--- config.mk ---
export PLATFORM = sky130hd
export DESIGN_NAME = rca_multiword_adder
export DESIGN_NICKNAME = d
export VERILOG_FILES = /design/src/rtl/rca_multiword_adder_pkg.sv /design/src/rtl/RIPPLE_CARRY_ADDER.sv /design/src/rtl/rca_multiword_adder.sv
export SDC_FILE = /design/constraint.sdc
export NUM_CORES = 1
export LEC_CHECK = 0
export BUFFER_PORTS_ARGS = -buffer_cell sky130_fd_sc_hd__clkbuf_2
export CORE_AREA = 2 2 99 140
export CTS_CLUSTER_SIZE = 40
export DETAILED_ROUTE_END_ITERATION = 12
export DIE_AREA = 0 0 101 142
export GPL_TIMING_DRIVEN = 0
export PLACE_DENSITY = 0.45
export SLEW_MARGIN = 10
export SYNTH_ARGS = -nofsm -noshare
export SYNTH_HDL_FRONTEND = slang
export SYNTH_HIERARCHICAL = 1
export SYNTH_SLANG_ARGS = --single-unit
--- constraint.sdc ---
create_clock -name clk -period 7.05 [get_ports clk]
set_input_delay 1.41 -clock clk [delete_from_list [all_inputs] [get_ports clk]]
set_output_delay 1.41 -clock clk [all_outputs]
set_load 0.01 [all_outputs]
--- src/rtl/rca_multiword_adder_pkg.sv ---
// Shared definitions for the sequential multi-word ripple-carry adder.
// Holds the FSM state encoding, the adder slice width and the
// index-width helper used to size the nibble counter.
package rca_multiword_adder_pkg;

  localparam int unsigned NIB_W = 4;

  typedef enum logic [1:0] {
    ST_IDLE = 2'd0,
    ST_RUN  = 2'd1,
    ST_DONE = 2'd2
  } state_t;

  // ceil(log2(n)), never less than 1 so a single-slice build still has an index bit
  function automatic int unsigned clog2_min1(input int unsigned n);
    int unsigned w;
    w = 1;
    while ((32'd1 << w) < n) w = w + 1;
    return w;
  endfunction

endpackage

--- src/rtl/RIPPLE_CARRY_ADDER.sv ---
// Existing 4-bit ripple-carry adder slice, purely combinational.
// Ports: A, B (4-bit operands), Cin (carry-in), SUM (4-bit), CARRY (carry-out).
module RIPPLE_CARRY_ADDER
  import rca_multiword_adder_pkg::*;
(
  input  logic [NIB_W-1:0] A,
  input  logic [NIB_W-1:0] B,
  input  logic             Cin,
  output logic [NIB_W-1:0] SUM,
  output logic             CARRY
);

  logic [NIB_W:0] c;

  // Chain of full adders, bit 0 first
  always_comb begin
    c    = '0;
    SUM  = '0;
    c[0] = Cin;
    for (int i = 0; i < NIB_W; i++) begin
      SUM[i]   = A[i] ^ B[i] ^ c[i];
      c[i+1]   = (A[i] & B[i]) | (c[i] & (A[i] ^ B[i]));
    end
  end

  assign CARRY = c[NIB_W];

endmodule

--- src/rtl/rca_multiword_adder.sv ---
// Sequential wide adder: reuses one 4-bit ripple-carry slice across NIBBLES
// nibbles, least-significant first, one nibble per clock.
// Ports: clk, rst (sync, active-high), start (sampled in IDLE), a/b/cin
// (latched on accept), busy (RUN), done (1-cycle pulse), sum/cout/overflow
// (registered result, updated only on completion).
module rca_multiword_adder
  import rca_multiword_adder_pkg::*;
#(
  parameter int unsigned NIBBLES = 4
) (
  input  logic                   clk,
  input  logic                   rst,
  input  logic                   start,
  input  logic [NIB_W*NIBBLES-1:0] a,
  input  logic [NIB_W*NIBBLES-1:0] b,
  input  logic                   cin,
  output logic                   busy,
  output logic                   done,
  output logic [NIB_W*NIBBLES-1:0] sum,
  output logic                   cout,
  output logic                   overflow
);

  localparam int unsigned W  = NIB_W * NIBBLES;
  localparam int unsigned IW = clog2_min1(NIBBLES);

  state_t          state, state_n;
  logic [IW-1:0]   idx, idx_n;
  logic            carry_reg, carry_n;
  logic [W-1:0]    a_reg, a_n;
  logic [W-1:0]    b_reg, b_n;
  logic [W-1:0]    partial, partial_n;
  logic [W-1:0]    sum_n;
  logic            cout_n, overflow_n, busy_n, done_n;

  logic [NIB_W-1:0] add_a, add_b, add_sum;
  logic             add_carry;

  // Current nibble pair selected by the slice index
  assign add_a = a_reg[idx*NIB_W +: NIB_W];
  assign add_b = b_reg[idx*NIB_W +: NIB_W];

  RIPPLE_CARRY_ADDER u_rca (
    .A     (add_a),
    .B     (add_b),
    .Cin   (carry_reg),
    .SUM   (add_sum),
    .CARRY (add_carry)
  );

  // Next-state and datapath update
  always_comb begin
    state_n    = state;
    idx_n      = idx;
    carry_n    = carry_reg;
    a_n        = a_reg;
    b_n        = b_reg;
    partial_n  = partial;
    sum_n      = sum;
    cout_n     = cout;
    overflow_n = overflow;

    case (state)
      ST_IDLE: begin
        if (start) begin
          a_n       = a;
          b_n       = b;
          carry_n   = cin;
          idx_n     = '0;
          partial_n = '0;
          state_n   = ST_RUN;
        end
      end
      ST_RUN: begin
        partial_n[idx*NIB_W +: NIB_W] = add_sum;
        carry_n = add_carry;
        idx_n   = idx + IW'(1);
        if (idx == IW'(NIBBLES - 1)) begin
          // Publish the full result only once every slice is in
          idx_n      = '0;
          state_n    = ST_DONE;
          sum_n      = partial_n;
          cout_n     = add_carry;
          overflow_n = (a_reg[W-1] == b_reg[W-1]) && (partial_n[W-1] != a_reg[W-1]);
        end
      end
      ST_DONE: state_n = ST_IDLE;
      default: state_n = ST_IDLE;
    endcase

    busy_n = (state_n == ST_RUN);
    done_n = (state_n == ST_DONE);
  end

  // State and output registers
  always_ff @(posedge clk) begin
    if (rst) begin
      state     <= ST_IDLE;
      idx       <= '0;
      carry_reg <= 1'b0;
      a_reg     <= '0;
      b_reg     <= '0;
      partial   <= '0;
      sum       <= '0;
      cout      <= 1'b0;
      overflow  <= 1'b0;
      busy      <= 1'b0;
      done      <= 1'b0;
    end else begin
      state     <= state_n;
      idx       <= idx_n;
      carry_reg <= carry_n;
      a_reg     <= a_n;
      b_reg     <= b_n;
      partial   <= partial_n;
      sum       <= sum_n;
      cout      <= cout_n;
      overflow  <= overflow_n;
      busy      <= busy_n;
      done      <= done_n;
    end
  end

endmodule

### After elaboration in Yosys (flattened, before gate mapping)

Index checks and enable logic that the tools add are counted.

* output and inout bits: 20
* logic and storage cells: 61
* input bits: 36
* register bits after elaboration: 73

* mux-type cells: 11
* $add $sub $neg: 2
* bitwise operators: 20
* shift operators: 4
* reductions and logical operators: 6
* eq/ne operators: 7

Operators by type and width (count)
* negation 4 -> 34 bit: 1
* variable shift 4 x 34 -> 16 bit, first input constant: 1
* indexed part select 4 x 34 -> 16 bit: 1
* one-hot mux 16 bit (2 select lines): 1
* indexed part select 16 x 5 -> 4 bit: 2
* bitwise mux 16 bit: 1
* 2-to-1 mux 16 bit: 1
* bitwise AND 1 bit: 8
* 2-to-1 mux 2 bit: 4
* one-hot mux 2 bit (2 select lines): 2
* XOR 1 bit: 8
* AND reduction 2 bit: 3
* equality test 2 x 1 -> 1 bit, second input constant: 2
* equality test 2 bit, second input constant: 2
* OR 1 bit: 4
* adder 2 x 1 -> 2 bit, second input constant: 1
* logical NOT 2 bit: 1
* inequality test 2 bit, second input constant: 1
* one-hot mux 1 bit (2 select lines): 1
* nonzero test 2 bit: 1
* equality test 1 bit: 1
* logical AND 1 bit: 1
* 2-to-1 mux 1 bit: 1
* inequality test 1 bit: 1

### Depth between registers and ports, before layout

Gate-level depths: netlist of the first run.

* depth after elaboration: 13
* gate-level depth with buffers: 14

### Cells and area by module

The synthesis of the first run kept the hierarchy.

Modules (own cells, without submodules)
* rca_multiword_adder: area each 3101.7 um2, cells an instance 333, times used 1, sequential area each 1461.4 um2
* RIPPLE_CARRY_ADDER: area each 117.6 um2, cells an instance 14, times used 1, sequential area each 0.0 um2

### Least setup slack after synthesis of the first run

No wires, ideal clock.

* path kind: register to register
* start point: register idx[0]
* end point: register overflow
* path slack: 3439 ps
* data arrival time: 3483 ps
* path buffers: 2
* stages on the path, launching flop included: 15
* cell sequence: dfxtp_1 > clkbuf_1 > buf_4 > mux4_2 > fa_1 > inv_1 > fa_1 > inv_1 > fa_1 > inv_1 > fa_1 > inv_1 > and4bb_2 > mux2i_1 > o211ai_1

* word-level cells in the longest chain between the ends: 13
* elaborated cells between the ends (all ways): 27
* those cells by class: add/sub (1); eq/ne (2); shift (4); mux (1); bitwise (17); reduce/logical (2)

Ends and longest elaborated chain
* start, declared: line rca_multiword_adder.sv:28 `logic [IW-1:0] idx, idx_n;`
* start signal, assigned: line rca_multiword_adder.sv:111 `idx <= idx_n;`
* indexed part select 16 x 5 -> 4 bit (*): line rca_multiword_adder.sv:40 `assign add_a = a_reg[idx*NIB_W +: NIB_W];`
* named net add_a[0]: line rca_multiword_adder.sv:36 `logic [NIB_W-1:0] add_a, add_b, add_sum;`
* XOR 1 bit: line RIPPLE_CARRY_ADDER.sv:22 `c[i+1] = (A[i] & B[i]) | (c[i] & (A[i] ^ B[i]));`
* bitwise AND 1 bit: line RIPPLE_CARRY_ADDER.sv:22
* OR 1 bit (*): line RIPPLE_CARRY_ADDER.sv:22
* bitwise AND 1 bit (*): line RIPPLE_CARRY_ADDER.sv:22
* OR 1 bit (*): line RIPPLE_CARRY_ADDER.sv:22
* bitwise AND 1 bit (*): line RIPPLE_CARRY_ADDER.sv:22
* OR 1 bit (*): line RIPPLE_CARRY_ADDER.sv:22
* XOR 1 bit (*): line RIPPLE_CARRY_ADDER.sv:21 `SUM[i] = A[i] ^ B[i] ^ c[i];`
* named net add_sum[3]: line rca_multiword_adder.sv:36
* indexed part select 4 x 34 -> 16 bit (*): line rca_multiword_adder.sv:75 `partial_n[idx*NIB_W +: NIB_W] = add_sum;`
* bitwise mux 16 bit (*): line rca_multiword_adder.sv:75
* inequality test 1 bit (*): line rca_multiword_adder.sv:84 `overflow_n = (a_reg[W-1] == b_reg[W-1]) && (partial_n[W-1] != a_reg[W-1]);`
* logical AND 1 bit (*): line rca_multiword_adder.sv:84
* end signal, assigned: line rca_multiword_adder.sv:118 `overflow <= overflow_n;`
* end, declared: line rca_multiword_adder.sv:21 `output logic overflow`

Mark *: on every way through the listed nets, which the timed path passes. The rest lies on a longest branch.
A chain may end at the register's enable or synchronous reset.

### Worst setup path in the final report of the first run

* start point: register idx[0]
* end point: register sum[15]

* word-level cells in the longest chain between the ends: 11
* elaborated cells between the ends (all ways): 25
* those cells by class: add/sub (1); eq/ne (1); shift (4); mux (1); bitwise (17); reduce/logical (1)

Ends and longest elaborated chain
* indexed part select 16 x 5 -> 4 bit (*): line rca_multiword_adder.sv:40
* named net add_a[0]: line rca_multiword_adder.sv:36
* XOR 1 bit: line RIPPLE_CARRY_ADDER.sv:22
* bitwise AND 1 bit: line RIPPLE_CARRY_ADDER.sv:22
* OR 1 bit (*): line RIPPLE_CARRY_ADDER.sv:22
* bitwise AND 1 bit (*): line RIPPLE_CARRY_ADDER.sv:22
* OR 1 bit (*): line RIPPLE_CARRY_ADDER.sv:22
* bitwise AND 1 bit (*): line RIPPLE_CARRY_ADDER.sv:22
* OR 1 bit (*): line RIPPLE_CARRY_ADDER.sv:22
* XOR 1 bit (*): line RIPPLE_CARRY_ADDER.sv:21
* named net add_sum[3]: line rca_multiword_adder.sv:36
* indexed part select 4 x 34 -> 16 bit (*): line rca_multiword_adder.sv:75
* bitwise mux 16 bit (*): line rca_multiword_adder.sv:75
* end signal, assigned: line rca_multiword_adder.sv:116 `sum <= sum_n;`
* end, declared: line rca_multiword_adder.sv:19 `output logic [NIB_W*NIBBLES-1:0] sum,`

Marked as above.

==> results.toml, run 1 <==
[global_route]
grt_pass1_wl_mm = 13.9
grt_overflow = 0
antenna_found_initial = 0
grt_pass1_vias = 2698
grt_max_degree = 12
grt_usage_pct = 12.8

[sta]
min_period_ns = 4.12
max_clock_freq_mhz = 243
fin_tns_setup_ns = 0
hold_viol_final = 0
slew_headroom_pct = 58.4
maxSlewViolCount = 0
skew_ns = 0.00611
finalCritPeriodShare_pct = 58.4
rsz0062_at_grt = "no"
setup-violations-final = 0
worstMarginPinSlew_ns = 0.622

[hold_path]
min_delay_worst_endpoint = "b_reg[14]$_SDFFE_PP0P_"
hp-class = "flop to flop"
min_from = "b_reg[14]$_SDFFE_PP0P_"
min_path_cells = 2

[synthesis]
synth_ff_type = "dfxtp_1"
yosys_warnings = 6
synth_compound_area_share_pct = 17.2
synth_fp_nets = 393
synth_top_family_by_area = "simple AND/OR/NAND/NOR gates"
synth_top_area_share_pct = 45.4
ys_seq_area_share_pct = 45.4
synth_cell_type_count = 38
synthMuxAreaShare_pct = 7.19
synth_area_leaders = "dfxtp_1 (45%), nand2_1 (7.7%), mux4_2 (5.6%), a21oi_1 (5.3%), nor2_1 (2.9%)"
synth-seq-cells = 73
synth_simple_gate_area_share_pct = 19.6
syn_inst = 347
synth_edf_count = 0
synth_async_sr_flop_share_pct = 0
yosys.area.top_type = "dfxtp_1"
netlist_area_sq_um = 3220
synth_adder_area_share_pct = 4.82
syn_avg_cell_area_sq_um = 9.28
synth_xor_area_share_pct = 0

[clock_tree]
cts_max_level = 3
post_cts_buffers = 0
clkSinkCount = 73
cts_tree = "built"
clk_latency_ns = 0.34
cts-root-buf = "clkbuf_16"
ctsResizeCount = 0
cts_hold_buffers = 0
numCtsBuffers = 9
cts.path.max_buffers = 2
path_clk_slew_ns = 0.06

[floorplanning]
ioPinCount = 56
die_h_um = 142
die_x_um = 101
num_rows = 50
die_area_sq_um = 14300
initial_core_util_pct = 24.5
design.core.area_sq_um = 13100

[detailed_routing]
routed_wl_mm = 8.72
ant_nets = 0
vias = 2644
wl_per_cell_um = 15.2
drt-initial-drc-count = 86
drcViolationCount = 0
via_per_inst = 4.62
drtPass1Iterations = 4

[pwr]
cellPowerDensity_nw_per_um2 = 239
p_switching_w = 0.000234
switching_share_pct = 24.9
leakage_nw = 1.57
p_int_w = 0.000708
peakVddDrop_mv = 0.102
p_clk_share_pct = 43.5
p_seq_share_pct = 46.1
p_comb_share_pct = 10.4

[setup_path]
critical_path_class = "flop to flop"
r2r_setup_slack_ns = 2.93
endpoint_kind = "flop"
worstReg2RegEnd = "sum[15]$_SDFFE_PP0P_"
rr_worst_depth = 14
crit_path_start = "idx[0]$_SDFFE_PP0P_"
startpoint_type = "flop"
cp.required_ns = 7.30
crit_fanout = 10
rr_startpoint = "idx[0]$_SDFFE_PP0P_"
worst_ep_arrival_time_ns = 4.36

[final_layout]
final_util_pct = 30.0
area_growth_pct = 22.6
diodes = 0
drive_above_1_share_pct = 24.0
nets = 458
final_area_sq_um = 3950

[run_status]
status = "finished clean"

[placed_design]
placed_area_sq_um = 3680
hpwl_mm = 6.54
io_buffers = 54
place_congestion = 0.760

[flow_run]
max_cap_viol_count = 0
-- critical path: stages (launching register included) --
cell and delay (ns):
dfxtp_1 0.38, clkbuf_1 0.35, buf_4 0.32, mux4_2 0.58
fa_1 0.43, inv_1 0.08, fa_1 0.16, inv_1 0.05
fa_1 0.36, inv_1 0.08, fa_1 0.40, inv_1 0.20
and4bb_2 0.31, mux2i_1 0.11, a211oi_1 0.24
-- metrics by stage --
stage                     power, W  worst slack [ns]  hold WS [ns]  cells
final                     0.000942              2.93         0.453    572
after global routing      0.000984              2.64         0.471    572
after CTS                 0.000960              2.91         0.454    572
after detailed placement  0.000543              2.94         0.441    557
after global placement    0.000542              2.97         0.437    557
after floorplan           0.000505              3.44         0.425    347
-- cells by family after synthesis --
group,after synthesis
flops,73
mux,13
simple gates,130
fa+ha+maj,10
buf+inv,40
compound gates,81
-- worst max-delay path by stage --
stage	end	slack [ns]	depth (start not counted)
after global routing	sum[15]$_SDFFE_PP0P_	2.64	14
after floorplan	overflow$_SDFFE_PP0P_	3.44	14
final	sum[15]$_SDFFE_PP0P_	2.93	14
after global placement	sum[15]$_SDFFE_PP0P_	2.97	14
after CTS	sum[15]$_SDFFE_PP0P_	2.91	14
after detailed placement	sum[15]$_SDFFE_PP0P_	2.94	14
-- cell usage in the layout (no fill, tap or decap), drive strengths merged, types with 3 or more instances in the layout --
cell      n
dfxtp    73
clkbuf   73
nand2    66
a21oi    34
nor2     25
buf      17
inv      15
nor2b    12
nor3     10
a211oi    9
mux4      8
o2bb2ai   8
a22o      8
a31oi     7
ha        6
a311oi    4
a221oi    4
mux2i     4
clkinv    4
fa        4
nor3b     4
and4bb    3
and3b     3
nand3b    3
-- final cells by class --
| type | count | area, sq um |
|---|---|---|
| plain buffers | 25 | 129 |
| clock buffers | 11 | 243 |
| clock inverters | 4 | 20.0 |
| fillers | 1433 | 9190 |
| inverters | 15 | 56.3 |
| multi-input cells | 234 | 1570 |
| flip-flops and latches | 73 | 1460 |
| well taps | 156 | 195 |
| repair buffers | 54 | 270 |
-- power groups by stage --
stage                     registers [W]  clock network (W)  logic (W)
after global routing           0.000435           0.000439   0.000110
after global placement         0.000443                  0  0.0000993
after floorplan                0.000441                  0  0.0000645
final                          0.000434           0.000410  0.0000979
after CTS                      0.000434           0.000426   0.000100
after detailed placement       0.000443                  0  0.0000999
-- layer usage --
| metal | up-vias | GRT usage [%] | part of all wire (%) |
|---|---|---|---|
| met3 | 12 | 3.29 | 4.2 |
| met2 | 54 | 22.2 | 52 |
| met4 | 0 | 4.98 | 1.7 |
| met1 | 1235 | 15.1 | 43 |
| met5 | - | 0 | 0 |
| li1 | 1343 | - | - |
-- cells in the mapped netlist (all sizes together), types with 2 or more instances --
library cell and n:
mux4 8, a22o 8, nand2 66, nor2b 12, or3b 2, and4bb 3
inv 15, buf 17, mux2i 4, a221oi 4, a311oi 4, and3b 3
fa 4, nor3b 4, ha 6, a31oi 7, a32oi 2, a211oi 9
o2bb2ai 8, nor2 25, o211ai 2, dfxtp 73, clkbuf 8, a21oi 34
nor3 10, nand3b 3
Note: power is estimated with default switching activity, not from simulation.
==> inputs of run 2 (changes only) <==
==> constraint.sdc (replaced) <==
create_clock -name clk -period 4.18 [get_ports clk]
set_input_delay 0.836 -clock clk [delete_from_list [all_inputs] [get_ports clk]]
set_output_delay 0.836 -clock clk [all_outputs]
set_load 0.01 [all_outputs]
==> run 2 against run 1 <==
Effect of this change: worst hold slack unchanged; die area unchanged; critical endpoint unchanged; highest routed layer unchanged; non-clock buffer count unchanged; largest power group unchanged.
==> results.toml, run 2 (same netlist as run 1, synthesis figures left out) <==
[pwr]
peakVddDrop_mv = 0.171
cellPowerDensity_nw_per_um2 = 402
leakage_nw = 1.57

[global_route]
antenna_found_initial = 0
grt_pass1_vias = 2698
grt_overflow = 0
grt_pass1_wl_mm = 13.9
grt_max_degree = 12
grt_usage_pct = 12.8

[sta]
setup-violations-final = 0
finalCritPeriodShare_pct = 93.3
hold_viol_final = 0
rsz0062_at_grt = "no"
min_period_ns = 3.90
skew_ns = 0.00758
maxSlewViolCount = 0
max_clock_freq_mhz = 256
slew_headroom_pct = 58.3
fin_tns_setup_ns = 0
worstMarginPinSlew_ns = 0.623
worst_slack_ns = 0.280

[placed_design]
io_buffers = 54
hpwl_mm = 6.54
pre_cts_ws_ns = 0.0663
dp_cells = 557
place_congestion = 0.760

[floorplanning]
ioPinCount = 56
num_rows = 50
die_x_um = 101
die_area_sq_um = 14300
die_h_um = 142
initial_core_util_pct = 24.5
design.core.area_sq_um = 13100

[setup_path]
critical_path_class = "flop to flop"
endpoint_kind = "flop"
startpoint_type = "flop"
r2r_setup_slack_ns = 0.28
crit_fanout = 10
cp.required_ns = 4.43
critPathMaxStageDelay_ns = 0.56
worst_ep_arrival_time_ns = 4.15
slowest_stage = "mux4_2"
path_cells = "clkbuf_2, buf_6, mux4_2, fa_1, inv_1, fa_1, inv_1, fa_1, inv_1, fa_1, inv_1, and4bb_2, mux2i_1, a211oi_1"

[detailed_routing]
via_per_inst = 4.63
drtPass1Iterations = 4
routed_wl_mm = 8.74
ant_nets = 0
drt-initial-drc-count = 90
drcViolationCount = 0
vias = 2647
wl_per_cell_um = 15.3

[clock_tree]
clk_latency_ns = 0.34
cts_tree = "built"
cts_max_level = 3
numCtsBuffers = 9
cts-root-buf = "clkbuf_16"
clkSinkCount = 73
cts.path.max_buffers = 2
path_clk_slew_ns = 0.06

[final_layout]
drive_above_1_share_pct = 24.3
layout_common_cells = "dfxtp_1 (73), nand2_1 (66), clkbuf_2 (55)"
diodes = 0
stdcell_count = 572
area_growth_pct = 22.8
layout_commonest_cell = "dfxtp_1"
nets = 458

[flow_run]
max_cap_viol_count = 0

[run_status]
status = "finished clean"

[hold_path]
hp-class = "flop to flop"
==> run 2: cell counts in the layout (fill, tap and decap cells not counted) <==
No cell type changed its count.
==> run 2: path summary, 6_finish.rpt <==
| kind | from | endpoint | depth (start not counted) |
|---|---|---|---|
| worst max-delay path | idx[0]$_SDFFE_PP0P_ | sum[15]$_SDFFE_PP0P_ | 14 |
| worst min-delay path | b_reg[14]$_SDFFE_PP0P_ | b_reg[14]$_SDFFE_PP0P_ | 2 |
| worst max register to register | idx[0]$_SDFFE_PP0P_ | sum[15]$_SDFFE_PP0P_ | 14 |
| worst min register to register | b_reg[14]$_SDFFE_PP0P_ | b_reg[14]$_SDFFE_PP0P_ | 2 |
==> run 2: per-layer routing <==
layer  vias up  wire length [um]  GRT usage (%)
met3        10               367           3.29
met1      1242              3730           15.1
li1       1344                 -              -
met2        51              4510           22.2
met4         0               130           4.98
met5         -                 0              0
==> run 2: power breakdown <==
| part | switching [W] | internal (W) | leakage [nW] |
|---|---|---|---|
| Sequential | 0.0000130 | 0.000719 | 0.594 |
| Clock | 0.000281 | 0.000410 | 0.135 |
| Combinational | 0.000101 | 0.0000654 | 0.841 |
==> run 2: repair_timing <==
action,CTS,global route
gates resized for setup,0,3
hold buffers,0,0
endpoints found under the hold margin,0,0
endpoints found under the setup margin,0,3
buffers inserted,0,0
==> run 2: critical path, delay by kind of cell, from the launching register on <==
kind	cells	cell delay (ns)
fa+ha+maj	4	1.36
mux	2	0.67
buf+inv	6	0.88
simple gates	1	0.31
compound gates	1	0.24
flops	1	0.38
==> run 2: area by class of cell <==
| type | count | area [sq um] |
|---|---|---|
| buffer | 25 | 134 |
| timing repair buffer | 54 | 270 |
| fill | 1431 | 9190 |
| tap | 156 | 195 |
| multi-input combinational | 234 | 1570 |
| clock inverter | 4 | 20.0 |
| inverter | 15 | 56.3 |
| sequential | 73 | 1460 |
| clock buffer | 11 | 243 |
==> run 2: stage by stage <==
| stage | instance area, sq um | util, % | total power, W | hold slack, ns |
|---|---|---|---|---|
| 6_report | 3950 | 30.1 | 0.00159 | 0.453 |
| 5_1_grt | 3950 | 30.1 | 0.00166 | 0.471 |
| 3_3_place_gp | 3680 | 28.0 | 0.000914 | 0.437 |
| 2_1_floorplan | 3220 | - | 0.000852 | 0.425 |
| 4_1_cts | 3950 | 30.0 | 0.00162 | 0.454 |
| 3_5_place_dp | 3680 | 28.0 | 0.000916 | 0.441 |
